### src/rtl/int_seq.sv
// Interrupt/reset entry sequencer: arbitrates NMI/BRK/IRQ, pushes PC and P, fetches the vector.
// Optional feature macro: VECTORED_IRQ_EN (per-channel IRQ vectors).
module int_seq #(
   parameter int unsigned NIRQ       = 4,
   parameter logic [7:0]  STACK_PAGE = 8'h01,
   parameter logic [15:0] VEC_TOP    = 16'hFFFF
) (
   input  logic            clk,
   input  logic            res,
   input  logic            rdy,
   input  logic [NIRQ-1:0] irq,
   input  logic            nmi,
   input  logic            brk_req,
   input  logic            start,
   input  logic            i_flag,
   input  logic [15:0]     pc_in,
   input  logic [7:0]      p_in,
   input  logic [7:0]      sp_in,
   input  logic [7:0]      d_in,
   output logic [15:0]     add_bus,
   output logic [7:0]      d_out,
   output logic            write_en,
   output logic            busy,
   output logic            pc_load,
   output logic [15:0]     pc_out,
   output logic [7:0]      sp_out,
   output logic            set_i,
   output logic [3:0]      src
);

   localparam int unsigned IW = 3;

   typedef enum logic [2:0] {
      IDLE   = 3'd0,
      PUSH_H = 3'd1,
      PUSH_L = 3'd2,
      PUSH_P = 3'd3,
      VEC_L  = 3'd4,
      VEC_H  = 3'd5,
      DONE   = 3'd6
   } state_t;

   state_t        state_q, state_d;
   logic [7:0]    sp_q, sp_d;
   logic [7:0]    pc_lo_q, pc_lo_d;
   logic [7:0]    p_q, p_d;
   logic [15:0]   vec_q, vec_d;
   logic [7:0]    vec_l_q, vec_l_d;
   logic          nmi_prev_q;
   logic          nmi_pend_q, nmi_pend_d;
   logic          rst_pend_q, rst_pend_d;
   logic [15:0]   add_bus_d;
   logic [7:0]    d_out_d;
   logic          write_en_d;
   logic          busy_d;
   logic          pc_load_d;
   logic [15:0]   pc_out_d;
   logic [7:0]    sp_out_d;
   logic          set_i_d;
   logic [3:0]    src_d;

   logic          irq_hit;
   logic [IW-1:0] irq_idx;
   logic          is_rst;
   logic          accept;

   // Lowest-index active-low IRQ line wins.
   always_comb begin
      irq_hit = 1'b0;
      irq_idx = '0;
      for (int i = int'(NIRQ) - 1; i >= 0; i--) begin
         if (!irq[i]) begin
            irq_hit = 1'b1;
            irq_idx = IW'(i);
         end
      end
   end

   // The reset sequence is the only one reporting cause 0; its pushes become reads.
   assign is_rst = (src == 4'd0);

   // Next-state and registered-output logic.
   always_comb begin
      state_d    = state_q;
      sp_d       = sp_q;
      pc_lo_d    = pc_lo_q;
      p_d        = p_q;
      vec_d      = vec_q;
      vec_l_d    = vec_l_q;
      nmi_pend_d = nmi_pend_q;
      rst_pend_d = rst_pend_q;
      add_bus_d  = add_bus;
      d_out_d    = d_out;
      write_en_d = write_en;
      pc_load_d  = 1'b0;
      pc_out_d   = pc_out;
      sp_out_d   = sp_out;
      set_i_d    = 1'b0;
      src_d      = src;
      accept     = 1'b0;

      case (state_q)
         IDLE: begin
            if (rst_pend_q) begin
               state_d    = PUSH_H;
               rst_pend_d = 1'b0;
               sp_d       = sp_in;
               pc_lo_d    = 8'h00;
               p_d        = 8'h00;
               src_d      = 4'd0;
               vec_d      = VEC_TOP - 16'd3;
               add_bus_d  = {STACK_PAGE, sp_in};
               d_out_d    = 8'h00;
               write_en_d = 1'b1;
            end else if (start && rdy) begin
               if (nmi_pend_q) begin
                  accept     = 1'b1;
                  nmi_pend_d = 1'b0;
                  src_d      = 4'd1;
                  vec_d      = VEC_TOP - 16'd5;
                  p_d        = p_in & 8'hEF;
               end else if (brk_req) begin
                  accept = 1'b1;
                  src_d  = 4'd2;
                  vec_d  = VEC_TOP - 16'd1;
                  p_d    = p_in | 8'h30;
               end else if (irq_hit && !i_flag) begin
                  accept = 1'b1;
                  src_d  = {1'b1, irq_idx};
                  p_d    = p_in & 8'hEF;
`ifdef VECTORED_IRQ_EN
                  vec_d  = (irq_idx == '0) ? VEC_TOP - 16'd1
                                           : VEC_TOP - 16'd5 - 16'({irq_idx, 1'b0});
`else
                  vec_d  = VEC_TOP - 16'd1;
`endif
               end
               if (accept) begin
                  state_d    = PUSH_H;
                  sp_d       = sp_in;
                  pc_lo_d    = pc_in[7:0];
                  add_bus_d  = {STACK_PAGE, sp_in};
                  d_out_d    = pc_in[15:8];
                  write_en_d = 1'b0;
               end
            end
         end
         PUSH_H: begin
            if (rdy) begin
               state_d    = PUSH_L;
               sp_d       = sp_q - 8'd1;
               add_bus_d  = {STACK_PAGE, sp_q - 8'd1};
               d_out_d    = is_rst ? 8'h00 : pc_lo_q;
               write_en_d = is_rst;
            end
         end
         PUSH_L: begin
            if (rdy) begin
               state_d    = PUSH_P;
               sp_d       = sp_q - 8'd1;
               add_bus_d  = {STACK_PAGE, sp_q - 8'd1};
               d_out_d    = is_rst ? 8'h00 : p_q;
               write_en_d = is_rst;
            end
         end
         PUSH_P: begin
            if (rdy) begin
               state_d    = VEC_L;
               sp_d       = sp_q - 8'd1;
               add_bus_d  = vec_q;
               d_out_d    = 8'h00;
               write_en_d = 1'b1;
            end
         end
         VEC_L: begin
            if (rdy) begin
               state_d   = VEC_H;
               vec_l_d   = d_in;
               add_bus_d = vec_q + 16'd1;
            end
         end
         VEC_H: begin
            if (rdy) begin
               state_d   = DONE;
               pc_out_d  = {d_in, vec_l_q};
               sp_out_d  = sp_q;
               pc_load_d = 1'b1;
               set_i_d   = 1'b1;
               add_bus_d = 16'h0000;
            end
         end
         DONE: begin
            state_d = IDLE;
         end
         default: begin
            state_d = IDLE;
         end
      endcase

      // A new edge outranks the clear so an edge during acceptance stays pending.
      if (nmi_prev_q && !nmi) begin
         nmi_pend_d = 1'b1;
      end

      busy_d = (state_d != IDLE);
   end

   always_ff @(posedge clk) begin
      nmi_prev_q <= nmi;
      if (res) begin
         state_q    <= IDLE;
         sp_q       <= 8'h00;
         pc_lo_q    <= 8'h00;
         p_q        <= 8'h00;
         vec_q      <= 16'h0000;
         vec_l_q    <= 8'h00;
         nmi_pend_q <= 1'b0;
         rst_pend_q <= 1'b1;
         add_bus    <= 16'h0000;
         d_out      <= 8'h00;
         write_en   <= 1'b1;
         busy       <= 1'b0;
         pc_load    <= 1'b0;
         pc_out     <= 16'h0000;
         sp_out     <= 8'h00;
         set_i      <= 1'b0;
         src        <= 4'd0;
      end else begin
         state_q    <= state_d;
         sp_q       <= sp_d;
         pc_lo_q    <= pc_lo_d;
         p_q        <= p_d;
         vec_q      <= vec_d;
         vec_l_q    <= vec_l_d;
         nmi_pend_q <= nmi_pend_d;
         rst_pend_q <= rst_pend_d;
         add_bus    <= add_bus_d;
         d_out      <= d_out_d;
         write_en   <= write_en_d;
         busy       <= busy_d;
         pc_load    <= pc_load_d;
         pc_out     <= pc_out_d;
         sp_out     <= sp_out_d;
         set_i      <= set_i_d;
         src        <= src_d;
      end
   end

endmodule

### config.mk
export PLATFORM = sky130hd
export DESIGN_NAME = int_seq
export DESIGN_NICKNAME = d
export VERILOG_FILES = /design/src/rtl/int_seq.sv
export SDC_FILE = /design/constraint.sdc
export NUM_CORES = 1
export LEC_CHECK = 0
export BUFFER_PORTS_ARGS = -buffer_cell sky130_fd_sc_hd__clkbuf_2
export CAP_MARGIN = 30
export CORE_MARGIN = 5
export CORE_UTILIZATION = 52
export DETAILED_ROUTE_END_ITERATION = 7
export PLACE_DENSITY = 0.82
export SYNTH_ARGS = -nofsm -noshare
export SYNTH_HDL_FRONTEND = slang
export SYNTH_SLANG_ARGS = --single-unit
### constraint.sdc
create_clock -name clk -period 2.7 [get_ports clk]
set_clock_uncertainty 0.05 [all_clocks]
set_input_delay 0.135 -clock clk [delete_from_list [all_inputs] [get_ports clk]]
set_output_delay 0.135 -clock clk [all_outputs]
set_load 0.02 [all_outputs]
After elaboration in Yosys (flattened, before gate mapping)
Cells that the tools add are included.

cells by class
  muxes and demuxes = 74
  reduce and logical (&&, ||, !) cells = 29
  add/sub/neg operators = 2
  equal/unequal tests = 15
  bitwise logic cells = 1

operators with widths
  operator                 count
  $mux W16                 12
  $mux W8                  20
  $pmux W16 S5             1
  $pmux W8 S4              1
  $mux W3                  10
  $mux W1                  20
  $mux W4                  5
  $pmux W3 S6              1
  $add A16 B1 Y16 const B  1
  $pmux W8 S2              1
  $ne A2 B2 Y1 const B     5
  $reduce_bool A2 Y1       5
  $reduce_and A3 Y1        3
  $reduce_bool A4 Y1       2
  $sub A8 B1 Y8 const B    1
  $reduce_and A7 Y1        1
  $eq A3 B2 Y1 const B     2
  $eq A3 B3 Y1 const B     2
  $ne A2 B1 Y1 const B     3
  $ne A3 B3 Y1 const B     2
  $reduce_and A6 Y1        1
  $reduce_bool A3 Y1       2
  $reduce_and A5 Y1        1
  $reduce_bool A5 Y1       1
  12 further kinds         18

storage, ports and cells
  register bits after elaboration = 109
  bits of input ports = 51
  output and inout bits = 56
  logic and storage cells = 138

Logic depth before layout (Yosys ltp)
Gate-level depths: netlist of the first run.

  depth after elaboration = 16
  mapped depth = 8
  mapped depth without buffers = 7

Worst setup path after synthesis of the first run
OpenSTA, ideal clock, no wires.

  kind = register -> register
  start point = register state_q[1]
  end point = register p_q[5]
  slack = 769 ps
  clock period less this slack = 1931 ps
  cell stages (with the launch flop) = 9
  data required time = 2592 ps
  buffers on the path = 3
  library setup time = 58 ps
  arrival time = 1823 ps
  cells stage by stage = dfxtp_1 > buf_6 > or3_1 > buf_2 > or3_4 > nor3_4 > buf_6 > o21ai_1 > nand2_1

between the ends
  longest elaborated chain between the ends = 2

RTL lines
  item                                RTL line  source
  from (decl)                         43        state_t state_q, state_d;
  from (signal assigned)              229       state_q <= state_d;
  $logic_not A3 Y1                    102       case (state_q)
  $reduce_and A3 Y1 (no source line)  -
  to (signal assigned)                232       p_q <= p_d;
  to (decl)                           46        logic [7:0] p_q, p_d;

Every way passes these cells.
A chain may end at the register's enable or synchronous reset.

Final worst setup path of the first run
  start point = register nmi_pend_q
  end point = register src[3]

between the ends
  longest elaborated chain between the ends = 3
  elaborated cells between the ends (all ways) = 5
  those cells by class = mux: 3; reduce/logical: 2

RTL lines
  item                    RTL line  source
  from (decl)             50        logic nmi_pend_q, nmi_pend_d;
  from (signal assigned)  235       nmi_pend_q <= nmi_pend_d;
  $mux W4                 116       if (nmi_pend_q) begin
  $mux W4                 115       end else if (start && rdy) begin
  $mux W4                 104       if (rst_pend_q) begin
  to (signal assigned)    245       src <= src_d;
  to (decl)               28        output logic [3:0] src

Parallel ways exist; a longest one is shown, timed or not. The select of a mux whose other input is x is not followed.

==> results of run 1 <==
==> worst reg2reg max path, cell delays in order (launching register included) <==
cell and delay, ns:
dfxtp_1 0.47, o211a_1 0.22, a311o_1 0.41, nand2_1 0.35
or4_1 0.49, a21oi_1 0.13
==> metal layers <==
metal | vias to the layer above | routed length, um
met3 | 21 | 844
met5 | - | 0
met1 | 1690 | 4290
met4 | 0 | 216
met2 | 171 | 4800
li1 | 1851 | -
==> power by group through the flow <==
stage | Sequential [W] | Clock [W] | Combinational [W]
detailed placement | 0.00157 | 0 | 0.000903
finish | 0.00154 | 0.000944 | 0.000940
floorplan | 0.00160 | 0 | 0.000585
global placement | 0.00156 | 0 | 0.000884
CTS | 0.00154 | 0.000958 | 0.000934
global route | 0.00156 | 0.00102 | 0.00104
==> cell usage after synthesis, types with 2 or more instances <==
library cell	n
nor2_1	49
a21oi_1	42
a22oi_1	9
o22ai_1	2
nand2b_1	6
buf_1	2
nor4_1	2
dfxtp_1	89
buf_2	10
buf_4	8
clkbuf_1	21
buf_6	2
nand2_1	68
xor2_1	3
nand3b_1	2
nand3_1	4
a21o_1	2
nor3_1	16
a211oi_1	19
o21a_1	2
a31oi_1	3
inv_1	8
nand4_1	2
o211a_1	2
mux2i_1	9
o21ai_0	13
o21ai_1	2
nor2b_1	5
and3_1	3
o211ai_1	6
o32a_1	2
or4b_1	2
a22o_1	17
or3_1	7
==> final cells by class <==
class                      count  area (um^2)  share of cell area
clock inverter                 7         83.8              0.0172
inverter                       8         30.0             0.00618
timing repair buffer         141          858               0.177
clock buffer                   9          124              0.0255
tap                           99          124              0.0255
sequential                    89         1780               0.366
multi-input combinational    323         1860               0.383
==> sequential cells by signal, summed over array words and instances, names as in the netlist, 3 cells and up <==
register	count
sp_out	8
vec_l_q	8
sp_q	8
state_q	3
src	3
add_bus	10
vec_q	3
p_q	8
pc_out	16
pc_lo_q	8
d_out	8
==> stage by stage <==
step	area [um^2]	setup slack, ns
after global routing	4860	0.322
after detailed placement	4410	0.575
final	4860	0.514
after floorplan	3890	0.769
after CTS	4860	0.594
after global placement	4410	0.626
==> kinds of logic after synthesis <==
kind of cell               after synthesis  synth area share
xor gates and xnor gates                 4           0.00902
and+or+nand+nor                        171             0.200
AOI/OAI and AO/OA                      137             0.241
adders and majority gates                1           0.00322
muxes                                    9            0.0232
other                                    1          0.000965
DFF                                     89             0.458
buffers and inverters                   51            0.0641
==> worst max path at each step <==
stage	from	endpoint	slack, ns	cells after the start
global route	state_q[1]$_SDFF_PP0_	d_out[6]$_SDFFE_PP0P_	0.32	5
CTS	state_q[1]$_SDFF_PP0_	d_out[4]$_SDFFE_PP0P_	0.59	5
finish	nmi_pend_q$_SDFFE_PP0P_	src[3]$_SDFFE_PP0P_	0.51	5
floorplan	state_q[1]$_SDFF_PP0_	p_q[5]$_SDFFE_PP0P_	0.77	8
global placement	irq[0]	src[3]$_SDFFE_PP0P_	0.63	6
detailed placement	irq[0]	src[3]$_SDFFE_PP0P_	0.58	6
==> timing repair <==
item,in CTS,in global routing
endpoints found under the hold margin,31,0
hold buffers,24,0
setup endpoints to repair,0,0
==> cell usage in the layout, fill, tap and decap left out, types with 3 or more instances in the layout <==
cell type,count
clkbuf_2,104
dfxtp_1,89
nand2_1,68
nor2_1,49
a21oi_1,42
dlygate4sd3_1,24
a211oi_1,19
a22o_1,17
nor3_1,15
o21ai_0,13
buf_4,13
a22oi_1,9
mux2i_1,9
clkbuf_8,9
inv_1,8
or3_1,7
nand2b_1,6
o211ai_1,6
nor2b_1,5
nand3_1,4
a31oi_1,3
and3_1,3
xor2_1,3
inv_6,3
==> summary.txt, run 1 <==
Syn Area/Cell: 8.39 um^2
DR pass1 iterations: 5
Initial Utilization: 0.536
CP Cell Sequence: o211a_1 > a311o_1 > nand2_1 > or4_1 > a21oi_1
Vias/cell: 5.52
maximum buffer depth of the clock tree: 2
Die Y: 96.5 um
reg2reg setup slack: 0.51 ns
Yosys top cell by area: dfxtp_1
worst path arrival time: 2.41 ns
post-CTS setup buffer count: 0
Worst path slowest cell: or4_1
final core utilization: 0.670
hold depth: 3
Placer Congestion: 0.855
min cycle time layout: 2.19 ns
synth top area cells: dfxtp_1 (46%), nand2_1 (6.6%), a21oi_1 (5.4%), nor2_1 (4.7%), a22o_1 (3.8%)
Root Buffer: clkbuf_8
crit-path max FO: 9
number of diodes: 0
Crit path max-delay family: simple AND/OR/NAND/NOR gates
Sw Share: 0.342
Required @ worst endpoint: 2.93 ns
share of layout cells above drive strength 1: 0.244
WP buf/inv: 0
FILL cells: 596
GRT Util Overall: 0.225
initial antenna violation count: 0
Synth Cell Area: 0.00389 mm^2
Max Cap Viol: 0
met2 Track Usage GR: 0.375
RSZ-0062 raised after global routing: no
Setup CP Type: reg -> reg
Yosys top cell area share: 0.458
Int Pwr: 0.00226 W
Psw: 0.00117 W
Post-Syn Nets: 515
# DRC: 0
Critical Path Source Type: register
GRT Max-Usage Layer: met2
final hold vios: 0
worst slew pin tran: 0.883 ns
clock power share: 0.275
PwrDens: 705 mW/mm^2
combinational power share: 0.274
Die Area: 0.00930 mm^2
outcome: completed
Pwr Total: 0.00343 W
largest net degree at the start of global routing: 59
GR Util met1: 0.280
Setup violations, final: 0
port bufs: 104
Hold Path Class: in -> reg
Primary FF master, synth: dfxtp_1
H-tree levels: 3
Slew Limit Fails: 0
max incr delay on CP: 0.49 ns
CTS sink cnt: 89
max_slew headroom: 0.408
Synth cell types: 58
Post-DRT Antenna Nets: 0
reg2reg end: src[3]$_SDFFE_PP0P_
hold_sp: sp_in[7]
non-filler cells, final: 676
post-synthesis sequential area ratio: 0.458
DP Wirelength: 7.01 mm
CP endpoint kind: register
# rows: 31
worst vdd ir: 393 uV
reg2reg path depth: 5
vias in the first global route: 3,581
worst-skew pair later-pin latency: 0.35 ns
Mapped Cells: 463
setup TNS: 0 ns
Final period util: 0.810
share of synthesized flip-flops with an asynchronous set or reset: 0
Min Hold Slack: 0.0383 ns
Total Wirelength: 10.2 mm
placed insts: 636
DR vias: 3,733
register bit count reported by yosys: 89
Hold Path Sink: sp_q[7]$_SDFFE_PP0P_
Resize count post-CTS: 0
Initial DRC Count: 305
sequential power share: 0.450
CTS buffer count: 9
gr ovfl total: 0
nets: 624
I/O pin cnt: 107
Die W: 96.5 um
r2r startpoint: nmi_pend_q$_SDFFE_PP0P_
CORE AREA: 0.00725 mm^2
DR WL/cell: 15.0 um
Post-synth EDFFs: 0
grt met3 use: 0.0473
clock-pin slew of the registers on the worst-case setup and hold paths: 0.09 ns
CTS tree: built
achievable frequency: 457 MHz
Leak: 2.02 nW
Ys Warns: 0
Area Overhead vs Synth: 25.1%
first-pass GRT wire length: 16.4 mm
(Power assumes the default switching activity.)
==> inputs of run 2 (changes only) <==
--- a/config.mk
+++ b/config.mk
@@ -5,12 +5,13 @@
 export SDC_FILE = /design/constraint.sdc
 export NUM_CORES = 1
 export LEC_CHECK = 0
+export ABC_AREA = 1
 export BUFFER_PORTS_ARGS = -buffer_cell sky130_fd_sc_hd__clkbuf_2
 export CAP_MARGIN = 30
 export CORE_MARGIN = 5
-export CORE_UTILIZATION = 52
+export CORE_UTILIZATION = 47
 export DETAILED_ROUTE_END_ITERATION = 7
-export PLACE_DENSITY = 0.82
+export PLACE_DENSITY = 0.79
 export SYNTH_ARGS = -nofsm -noshare
 export SYNTH_HDL_FRONTEND = slang
 export SYNTH_SLANG_ARGS = --single-unit
==> constraint.sdc (replaced) <==
create_clock -name clk -period 2 [get_ports clk]
set_clock_uncertainty 0.05 [all_clocks]
set_input_delay 0.1 -clock clk [delete_from_list [all_inputs] [get_ports clk]]
set_output_delay 0.1 -clock clk [all_outputs]
set_load 0.02 [all_outputs]
==> run 2 against run 1 <==
Effect of this change: global-route usage fell by 1.9 points; hold slack improved by 0.016 ns; sequential power rose by 35%; largest cell class is now sequential cells; clock power rose by 47%; largest power group unchanged; count of clock-buffer cells in the layout did not move.
==> summary.txt, run 2 <==
Critical Path Source Type: register
Max Cap Viol: 0
Post-Synth Simple-Gate Area: 0.306
clock power share: 0.279
CTS tree: built
DP Wirelength: 7.30 mm
H-tree levels: 3
Post-Syn Nets: 615
Yosys top cell area share: 0.458
first-pass GRT wire length: 16.9 mm
worst vdd ir: 373 uV
sequential power share: 0.420
# rows: 33
Resize count post-CTS: 0
Biggest register: pc_out
Initial DRC Count: 254
Primary FF master, synth: dfxtp_1
PwrDens: 1000 mW/mm^2
Hold Path Class: in -> reg
fin area: 0.00496 mm^2
achievable frequency: 580 MHz
worst path arrival time: 1.97 ns
Die W: 101 um
CTS buffer count: 9
Mapped Cells: 563
Die Area: 0.0102 mm^2
Ys Warns: 0
post-synthesis sequential area ratio: 0.458
RSZ-0062 raised after global routing: no
outcome: completed
final hold vios: 0
Placed Area: 0.00449 mm^2
most common cell after layout, fill and taps aside: nand2_1
worst slew pin tran: 0.561 ns
Area Overhead vs Synth: 27.5%
Synth Area in Compound Gates: 0.139
FILL cells: 744
Setup CP Type: reg -> reg
Total Wirelength: 10.5 mm
largest family of logic cells by synthesized area: simple AND/OR/NAND/NOR gates
largest net degree at the start of global routing: 51
Synth Cell Area: 0.00389 mm^2
synth top area cells: dfxtp_1 (46%), nand2_1 (10%), nor2_1 (9.5%), nand3_1 (9.0%), o21ai_0 (7.2%)
Initial Utilization: 0.479
Post-DRT Antenna Nets: 0
number of diodes: 0
DR WL/cell: 13.3 um
nets: 734
Post-synth EDFFs: 0
worst-skew pair later-pin latency: 0.36 ns
I/O pin cnt: 107
port bufs: 104
maximum buffer depth of the clock tree: 2
most common cell in the netlist: nand2_1
Die Y: 101 um
setup TNS: 0 ns
Int Pwr: 0.00318 W
clock-pin slew of the registers on the worst-case setup and hold paths: 0.09 ns
Syn Area/Cell: 6.91 um^2
initial antenna violation count: 0
gr ovfl total: 0
post-CTS setup buffer count: 0
flip-flop count of the largest register after layout: 16
Setup violations, final: 0
mux contribution to synthesized area: 0
Final period util: 0.862
Synth Area in Adders: 0.00321
top post-synthesis cells by count: nand2_1 (108), nor2_1 (98), dfxtp_1 (89)
Placer Congestion: 0.894
Yosys top cell by area: dfxtp_1
Psw: 0.00178 W
Post-CTS Hold Fix Bufs: 25
Root Buffer: clkbuf_8
max_slew headroom: 0.625
DR pass1 iterations: 5
vias in the first global route: 3,673
combinational power share: 0.301
post-synthesis xor/xnor area fraction: 0.00675
Sw Share: 0.359
Leak: 2.38 nW
post-route setup slack: 0.276 ns
CP endpoint kind: register
register bit count reported by yosys: 89
DP Worst Slack: 0.307 ns
share of synthesized flip-flops with an asynchronous set or reset: 0
GRT Util Overall: 0.206
Vias/cell: 5.17
FF+latch area: 0.00178 mm^2
most frequent cells in the layout: nand2_1 (108), clkbuf_2 (104), nor2_1 (98)
crit-path max FO: 8
Slew Limit Fails: 0
Required @ worst endpoint: 2.25 ns
min cycle time layout: 1.72 ns
DR vias: 4,096
largest registers: pc_out x16, add_bus x10
multi-input logic area: 0.00178 mm^2
Synth cell types: 25
share of layout cells above drive strength 1: 0.208
CTS sink cnt: 89
# DRC: 0
CORE AREA: 0.00813 mm^2
## run 2: worst paths after layout
kind | slack (ns) | depth (start not counted) | from | to
hold / removal | 0.05 | 5 | sp_in[5] | sp_q[5]$_SDFFE_PP0P_
setup / recovery | 0.28 | 6 | state_q[1]$_SDFF_PP0_ | d_out[5]$_SDFFE_PP0P_
hold reg to reg | 0.40 | 2 | vec_q[2]$_SDFFE_PP0P_ | vec_q[2]$_SDFFE_PP0P_
setup reg to reg | 0.28 | 6 | state_q[1]$_SDFF_PP0_ | d_out[5]$_SDFFE_PP0P_
## run 2: stage by stage
| step | hold WS, ns | std cells | utilization | power (W) |
|---|---|---|---|---|
| CTS | 0.0364 | 792 | 0.610 | 0.00497 |
| global placement | 0.171 | 751 | 0.552 | 0.00353 |
| finish | 0.0545 | 792 | 0.610 | 0.00496 |
| floorplan | 0.0777 | 563 | - | 0.00314 |
| detailed placement | 0.173 | 751 | 0.552 | 0.00356 |
| global route | 0.0585 | 792 | 0.610 | 0.00524 |
## run 2: power groups by stage
stage | clock (W) | combinational, W | sequential, W
2_1_floorplan | 0 | 0.000916 | 0.00223
4_1_cts | 0.00141 | 0.00148 | 0.00208
5_1_grt | 0.00148 | 0.00166 | 0.00210
6_report | 0.00139 | 0.00149 | 0.00208
3_5_place_dp | 0 | 0.00144 | 0.00212
3_3_place_gp | 0 | 0.00142 | 0.00211
## run 2: kinds of logic after synthesis
family / count (synthesis)
buffers and inverters: 76
adder cells (fa/ha/maj): 1
AO/OA/AOI/OAI: 106
other: 1
XOR/XNOR: 3
AND/OR/NAND/NOR: 287
flip-flops: 89
## run 2: area by class of cell
type                       count  share of cell area
clock buffer                   9              0.0250
multi-input combinational    398               0.359
sequential                    89               0.359
timing repair buffer         143               0.179
tap                          105              0.0265
clock inverter                 7              0.0202
inverter                      41              0.0310
## run 2: worst max-delay path: stages, from the launching register on
cell,delay [ns]
dfxtp_1,0.48
nand2_1,0.15
nor2_1,0.43
nand3_1,0.20
nand3_1,0.13
o21ai_0,0.09
nor2_1,0.13
## run 2: layer usage
layer  GRT usage  part of all wire  vias up
met5           0                 0        -
met4      0.0920             0.018        0
met3      0.0346             0.074       18
met2       0.330              0.47      177
met1       0.272              0.44     1841
li1            -                 -     2060
